`src/rtl/mode_sequencer.sv`:
```
// Mode controller: debounced mode/backspace buttons, NUM_MODES-way cycling, timed engine
// clear and gated backspace. Define MODE_SEQ_LONGPRESS_EN for release-advance plus long-press-to-0.
module mode_sequencer #(
  parameter int NUM_MODES       = 2,
  parameter int DEBOUNCE_CYCLES = 20000,
  parameter int CLEAR_CYCLES    = 4,
  parameter int LONG_CYCLES     = 50000000,
  localparam int MODE_W         = (NUM_MODES > 2) ? $clog2(NUM_MODES) : 1
) (
  input  logic                 clk_i,
  input  logic                 rst_i,
  input  logic                 mode_btn_i,
  input  logic                 bs_btn_i,
  input  logic                 lock_i,
  output logic [MODE_W-1:0]    mode_o,
  output logic [NUM_MODES-1:0] mode_onehot_o,
  output logic                 mode_changed_o,
  output logic                 eng_rst_o,
  output logic                 bs_pulse_o
);

  localparam int DB_W  = $clog2(DEBOUNCE_CYCLES + 1);
  localparam int CLR_W = $clog2(CLEAR_CYCLES + 1);
  localparam logic [DB_W-1:0]   DB_LAST   = DB_W'(DEBOUNCE_CYCLES - 1);
  localparam logic [CLR_W-1:0]  CLR_LOAD  = CLR_W'(CLEAR_CYCLES);
  localparam logic [MODE_W-1:0] MODE_LAST = MODE_W'(NUM_MODES - 1);
  localparam int BTN_MODE = 0;
  localparam int BTN_BS   = 1;

  generate
    if (NUM_MODES < 2 || NUM_MODES > 16 || DEBOUNCE_CYCLES < 2 ||
        CLEAR_CYCLES < 1 || LONG_CYCLES < 1) begin : g_param_check
      $error("mode_sequencer: parameter out of legal range");
    end
  endgenerate

  function automatic logic [NUM_MODES-1:0] onehot_of(input logic [MODE_W-1:0] idx);
    logic [NUM_MODES-1:0] vec;
    for (int k = 0; k < NUM_MODES; k++) begin
      vec[k] = (idx == MODE_W'(k));
    end
    return vec;
  endfunction

  logic [1:0]                 sync1_q, sync2_q;
  logic [1:0]                 stable_q, stable_d, stable_prev_q;
  logic [1:0][DB_W-1:0]       db_cnt_q, db_cnt_d;
  logic [MODE_W-1:0]          mode_q, mode_d;
  logic [NUM_MODES-1:0]       onehot_q, onehot_d;
  logic                       changed_q, changed_d;
  logic [CLR_W-1:0]           clr_cnt_q, clr_cnt_d;
  logic                       eng_rst_q, eng_rst_d;
  logic                       bs_pulse_q, bs_pulse_d;
  logic                       bs_rise_s, adv_s, jump_s;

  // Per-button debounce: stable value flips after DEBOUNCE_CYCLES consecutive disagreeing cycles
  always_comb begin
    stable_d = stable_q;
    db_cnt_d = db_cnt_q;
    for (int i = 0; i < 2; i++) begin
      if (sync2_q[i] != stable_q[i]) begin
        if (db_cnt_q[i] == DB_LAST) begin
          stable_d[i] = ~stable_q[i];
          db_cnt_d[i] = {DB_W{1'b0}};
        end else begin
          stable_d[i] = stable_q[i];
          db_cnt_d[i] = db_cnt_q[i] + 1'b1;
        end
      end else begin
        stable_d[i] = stable_q[i];
        db_cnt_d[i] = {DB_W{1'b0}};
      end
    end
  end

  assign bs_rise_s = stable_q[BTN_BS] & ~stable_prev_q[BTN_BS];

`ifdef MODE_SEQ_LONGPRESS_EN
  localparam int LONG_W = $clog2(LONG_CYCLES + 1);
  localparam logic [LONG_W-1:0] LONG_LAST = LONG_W'(LONG_CYCLES - 1);

  logic [LONG_W-1:0] long_cnt_q, long_cnt_d;
  logic              long_hit_q, long_hit_d;
  logic              mode_fall_s;

  assign mode_fall_s = ~stable_q[BTN_MODE] & stable_prev_q[BTN_MODE];

  // Long-press timer; long_hit remembers the jump so the following release is not an advance
  always_comb begin
    long_cnt_d = long_cnt_q;
    long_hit_d = long_hit_q;
    adv_s      = 1'b0;
    jump_s     = 1'b0;
    if (stable_q[BTN_MODE]) begin
      if (long_hit_q) begin
        long_cnt_d = long_cnt_q;
      end else if (long_cnt_q == LONG_LAST) begin
        long_hit_d = 1'b1;
        long_cnt_d = {LONG_W{1'b0}};
        jump_s     = ~lock_i;
      end else begin
        long_cnt_d = long_cnt_q + 1'b1;
      end
    end else begin
      long_cnt_d = {LONG_W{1'b0}};
      long_hit_d = 1'b0;
      adv_s      = mode_fall_s & ~long_hit_q & ~lock_i;
    end
  end

  // Long-press state registers
  always_ff @(posedge clk_i) begin
    if (rst_i) begin
      long_cnt_q <= {LONG_W{1'b0}};
      long_hit_q <= 1'b0;
    end else begin
      long_cnt_q <= long_cnt_d;
      long_hit_q <= long_hit_d;
    end
  end
`else
  logic mode_rise_s;

  assign mode_rise_s = stable_q[BTN_MODE] & ~stable_prev_q[BTN_MODE];
  assign adv_s       = mode_rise_s & ~lock_i;
  assign jump_s      = 1'b0;
`endif

  // Mode advance, clear window and gated backspace; eng_rst covers the change cycle itself
  always_comb begin
    mode_d    = mode_q;
    changed_d = 1'b0;
    if (jump_s) begin
      mode_d    = {MODE_W{1'b0}};
      changed_d = 1'b1;
    end else if (adv_s) begin
      changed_d = 1'b1;
      if (mode_q == MODE_LAST) begin
        mode_d = {MODE_W{1'b0}};
      end else begin
        mode_d = mode_q + 1'b1;
      end
    end else begin
      mode_d = mode_q;
    end
    onehot_d = onehot_of(mode_d);
    if (changed_d) begin
      clr_cnt_d = CLR_LOAD;
    end else if (clr_cnt_q != {CLR_W{1'b0}}) begin
      clr_cnt_d = clr_cnt_q - 1'b1;
    end else begin
      clr_cnt_d = clr_cnt_q;
    end
    eng_rst_d  = (clr_cnt_d != {CLR_W{1'b0}});
    bs_pulse_d = bs_rise_s & ~eng_rst_d & ~changed_d;
  end

  // All sequencer state; reset aborts debounce and restarts the clear window
  always_ff @(posedge clk_i) begin
    if (rst_i) begin
      sync1_q       <= 2'b00;
      sync2_q       <= 2'b00;
      stable_q      <= 2'b00;
      stable_prev_q <= 2'b00;
      db_cnt_q      <= {(2 * DB_W){1'b0}};
      mode_q        <= {MODE_W{1'b0}};
      onehot_q      <= onehot_of({MODE_W{1'b0}});
      changed_q     <= 1'b0;
      clr_cnt_q     <= CLR_LOAD;
      eng_rst_q     <= 1'b1;
      bs_pulse_q    <= 1'b0;
    end else begin
      sync1_q       <= {bs_btn_i, mode_btn_i};
      sync2_q       <= sync1_q;
      stable_q      <= stable_d;
      stable_prev_q <= stable_q;
      db_cnt_q      <= db_cnt_d;
      mode_q        <= mode_d;
      onehot_q      <= onehot_d;
      changed_q     <= changed_d;
      clr_cnt_q     <= clr_cnt_d;
      eng_rst_q     <= eng_rst_d;
      bs_pulse_q    <= bs_pulse_d;
    end
  end

  assign mode_o         = mode_q;
  assign mode_onehot_o  = onehot_q;
  assign mode_changed_o = changed_q;
  assign eng_rst_o      = eng_rst_q;
  assign bs_pulse_o     = bs_pulse_q;

endmodule

```
`config.mk`:
```
export PLATFORM = sky130hd
export DESIGN_NAME = mode_sequencer
export DESIGN_NICKNAME = d
export VERILOG_FILES = /design/src/rtl/mode_sequencer.sv
export SDC_FILE = /design/constraint.sdc
export NUM_CORES = 1
export LEC_CHECK = 0
export CAP_MARGIN = 25
export CORE_UTILIZATION = 35
export CTS_CLUSTER_SIZE = 30
export DETAILED_ROUTE_END_ITERATION = 10
export GPL_TIMING_DRIVEN = 0
export SYNTH_ARGS = -nofsm -noshare
export SYNTH_HDL_FRONTEND = slang
export SYNTH_SLANG_ARGS = --single-unit
```
`constraint.sdc`:
```
create_clock -name clk_i -period 4.3 [get_ports clk_i]
set_input_delay 0.645 -clock clk_i [delete_from_list [all_inputs] [get_ports clk_i]]
set_output_delay 0.645 -clock clk_i [all_outputs]
set_load 0.05 [all_outputs]
```
-- Word-level counts from Yosys, hierarchy flattened
Index checks and enable logic that the tools add are counted.
- $add $sub $neg: 4
- $mul: 0
- divide/modulo/power cells: 0
- magnitude comparators: 0
- equality and inequality tests: 4
- shift operators: 0
- muxes and demuxes: 5
- bitwise logic cells: 15
- reductions and logical operators: 6
- operators by type and width (kind ; number):
    15-bit by 1-bit adder with 15-bit output (second input constant) ; 2
    15-bit equality test (second input constant) ; 2
    1-bit inverter ; 10
    3-bit two-way mux ; 2
    3-bit nonzero test ; 2
    3-bit OR reduction ; 2
    1-bit bitwise AND ; 5
    2-bit AND reduction ; 2
    1-bit two-way mux ; 3
    3-bit by 1-bit subtractor with 3-bit output (second input constant) ; 1
    1-bit inequality test ; 2
    1-bit adder (second input constant) ; 1
- register bits: 47
- bits in latches: 0
- memory bits (writable): 0
- ROM bits: 0
- bits of input ports: 5
- output and inout port bits: 6
- word-level logic and storage cells: 47
- memories kept: 0

-- Logic depth before layout (Yosys ltp)
- word-level depth: 9
- gate-level depth with buffers: 6
- mapped depth without buffers: 6

-- Least setup slack after synthesis
OpenSTA, ideal clock, no wires.
- path kind: register to output
- start point: reg, netlist name mode_o
- end point: out mode_onehot_o[1]
- arrival: 931 ps
- required time: 3655 ps
- slack: 2724 ps
- cell stages (with the launch flop): 2
- path buffers: 1
- path through: dfxtp_1 buf_4
- RTL lines (item ; line ; RTL):
    to (decl) ; 16 ; output logic [NUM_MODES-1:0] mode_onehot_o,

==> impl_metrics.csv <==
group,metric,value,unit
status,status,"finished clean",
timing,fin_skew,0.0130,ns
timing,min_period,2.23,ns
final_layout,fillerInstances,547,
run,maxCapViolations,0,
synthesis,yosysTopAreaCell,"dfxtp_1",
synthesis,synth_nets,217,
timing,tightest_slew,0.494,ns
place,gp_congestion,0.765,
power,swShare,0.255,
final_layout,fin_area,2250,sq um
power,seq_power_share,0.558,
timing,fmax,449,MHz
floorplanning,dieHeight,77.2,microns
synthesis,synth_area,1980,sq um
timing,fin_ws,2.07,ns
clocking,cts.sinks,46,
clocking,cts_hold_buf,0,
floorplanning,std_cell_rows,27,
clocking,htree_levels,2,
power,powerDensity,358,nW/um^2
critical_path,critPathArrivalTime,1.58,ns
place,port_buffers,10,
final_layout,nNetsFinal,234,
timing,maxSlewHeadroom,0.670,
floorplanning,die-area,5960,sq um
final_layout,diodes,0,
clocking,cts_buffer_depth,2,
clocking,cts_tree,"built",
synthesis,avgSynthCellArea,9.56,sq um
global_routing,grt_pass1_wl,5560,microns
detailed_routing,drc_errors,0,
synthesis,yosysTopAreaCellShare,0.466,
synthesis,synth.area.top_cells,"dfxtp_1 (47%), xnor2_1 (7.5%), nor2_1 (6.6%)",
clocking,cts_made_buffers,5,
power,p_clk_frac,0.321,
critical_path,r2r_start,"db_cnt_q[15]",
power,leakagePower,0.775,nW
power,p_sw,0.206,mW
timing,rsz0062_at_grt,"no",
synthesis,yosys_warnings,0,
final_layout,drive_above_1_share,0.124,
critical_path,worstSetupEndpointType,"output pin",
synthesis,ys_ff_latch,46,
global_routing,overflow,0,
timing,timing_hold_violations_final,0,
power,peakVddDrop,189,uV
critical_path,crit_start,"mode_o",
power,power.share.combinational,0.120,
detailed_routing,routedWlPerCell,10.4,microns
synthesis,synth_cells,207,
global_routing,antenna_found_initial,0,
hold_path,hold_start,"sync1_q[0]",
floorplanning,start_util,0.361,
critical_path,cp-start-kind,"flip-flop",
critical_path,crit_type,"reg -> out",
synthesis,synth-seq-area-share,0.466,
clocking,clkTransAtPathRegs,0.08,ns
place,pre_cts_slack,2.20,ns
clocking,cts_root_buf,"clkbuf_8",
timing,final.setup.tns,0,ns
detailed_routing,wl,3090,microns
timing,setup_viol,0,
place,dp_hpwl,2150,microns
synthesis,synth_commonest_cells,"dfxtp_1 (46), nor2_1 (35), xnor2_1 (17), xor2_1 (13)",
critical_path,cp_max_fo,3,
final_layout,area_growth_syn_to_layout,14.0,%
floorplanning,io_pins,11,
critical_path,cp.required,3.65,ns
synthesis,synth.most_common_cell,"dfxtp_1",
detailed_routing,drtIter0Drc,80,
clocking,worstSkewPairLatency,0.30,ns
clocking,cts_resized,0,
synthesis,synthDistinctLibCells,36,
timing,slew_viol_final,0,
detailed_routing,postRouteAntennaNets,0,
synthesis,synth_ff_type,"dfxtp_1",
synthesis,synthArstFlopShare,0,
place,dpl_cell_area,2170,sq um
detailed_routing,via_per_inst,4.56,
detailed_routing,routed-via-count,1353,
timing,fin_crit_sh,0.518,
floorplanning,coreArea,5470,sq um
detailed_routing,drtPass1Iterations,4,
floorplanning,die_w,77.2,microns
synthesis,synth_edf_count,0,
clocking,cts_setup_buffers,0,
global_routing,grt_pass1_vias,1268,
hold_path,holdCritPathClass,"reg -> reg",
power,p_int,0.602,mW
global_routing,grt_max_degree,15,
global_routing,grt_usage,0.118,
-- through the flow --
| step | utilization | instances | power, mW | hold WS [ns] |
|---|---|---|---|---|
| 3_5_place_dp | 0.396 | 289 | 0.559 | 0.431 |
| 6_report | 0.412 | 297 | 0.808 | 0.445 |
| 3_3_place_gp | 0.396 | 289 | 0.559 | 0.418 |
| 4_1_cts | 0.412 | 297 | 0.820 | 0.453 |
| 5_1_grt | 0.412 | 297 | 0.859 | 0.460 |
| 2_1_floorplan | - | 207 | 0.538 | 0.414 |
-- cell type report --
class                   instances  area, sq um  area share
flip-flops and latches         46          921       0.408
multi-input cells             145          973       0.432
clock inverters                 2         13.8     0.00610
clock buffers                   6         72.6      0.0322
inverters                       9         33.8      0.0150
well taps                      72         90.1      0.0400
repair buffers                 10          100      0.0444
plain buffers                   7         50.0      0.0222
-- cell families after synthesis --
family,Yosys count,synth area share
and+or+nand+nor,105,0.304
DFF,46,0.466
xor gates and xnor gates,30,0.133
buffers and inverters,16,0.0424
adders and majority gates,5,0.0316
AOI/OAI and AO/OA,3,0.0126
muxes,2,0.0108
-- cells in the final DEF, fill, tap and decap left out, types with 2 or more instances in the layout --
master,synthesis,layout
ha_1,5,5
clkbuf_8,0,5
xnor2_1,17,17
nand2_1,9,9
buf_4,2,2
nor2_1,35,35
nor3_1,7,7
nor3b_1,2,2
clkbuf_1,2,3
nor4_1,3,3
and4_1,2,2
buf_6,2,2
nand4_1,9,9
dfxtp_1,46,46
and3_1,3,3
nor2b_1,8,8
xor2_1,13,13
inv_1,9,9
nor2_2,3,3
nor4_2,3,3
nand3_1,9,9
clkdlybuf4s50_1,0,10
nand4_2,3,3
-- critical path, cell delays in order, from the launching register on --
cell and delay [ns]:
dfxtp_1 0.38, buf_4 0.12, clkdlybuf4s50_1 0.78
-- registers in the layout, summed over array words and instances, names as in the netlist --
| name | flops |
|---|---|
| eng_rst_o | 1 |
| sync1_q | 2 |
| bs_pulse_o | 1 |
| mode_o | 1 |
| mode_onehot_o | 1 |
| clr_cnt_q | 3 |
| db_cnt_q | 30 |
| stable_q | 2 |
| sync2_q | 2 |
| mode_changed_o | 1 |
| stable_prev_q | 2 |
-- path summary, 6_finish.rpt --
path,end,slack [ns],cells past startpoint
max,mode_onehot_o[1],2.07,2
min,sync2_q[0],0.44,1
max reg2reg,db_cnt_q[27],2.64,6
min reg2reg,sync2_q[0],0.44,1
-- power by group through the flow --
stage	logic [mW]	clock network [mW]	registers, mW
2_1_floorplan	0.0681	0	0.470
3_3_place_gp	0.0978	0	0.461
3_5_place_dp	0.0975	0	0.461
4_1_cts	0.0989	0.269	0.451
5_1_grt	0.111	0.295	0.453
6_report	0.0971	0.260	0.451
-- metal layers --
layer / share of wire / wire (microns) / track usage
met5: 0 / 0 / 0
met2: 0.42 / 1280 / 0.175
met3: 0.038 / 116 / 0.0429
met1: 0.53 / 1650 / 0.156
met4: 0.012 / 38 / 0.0396
Power figures use the tool's default switching activity.
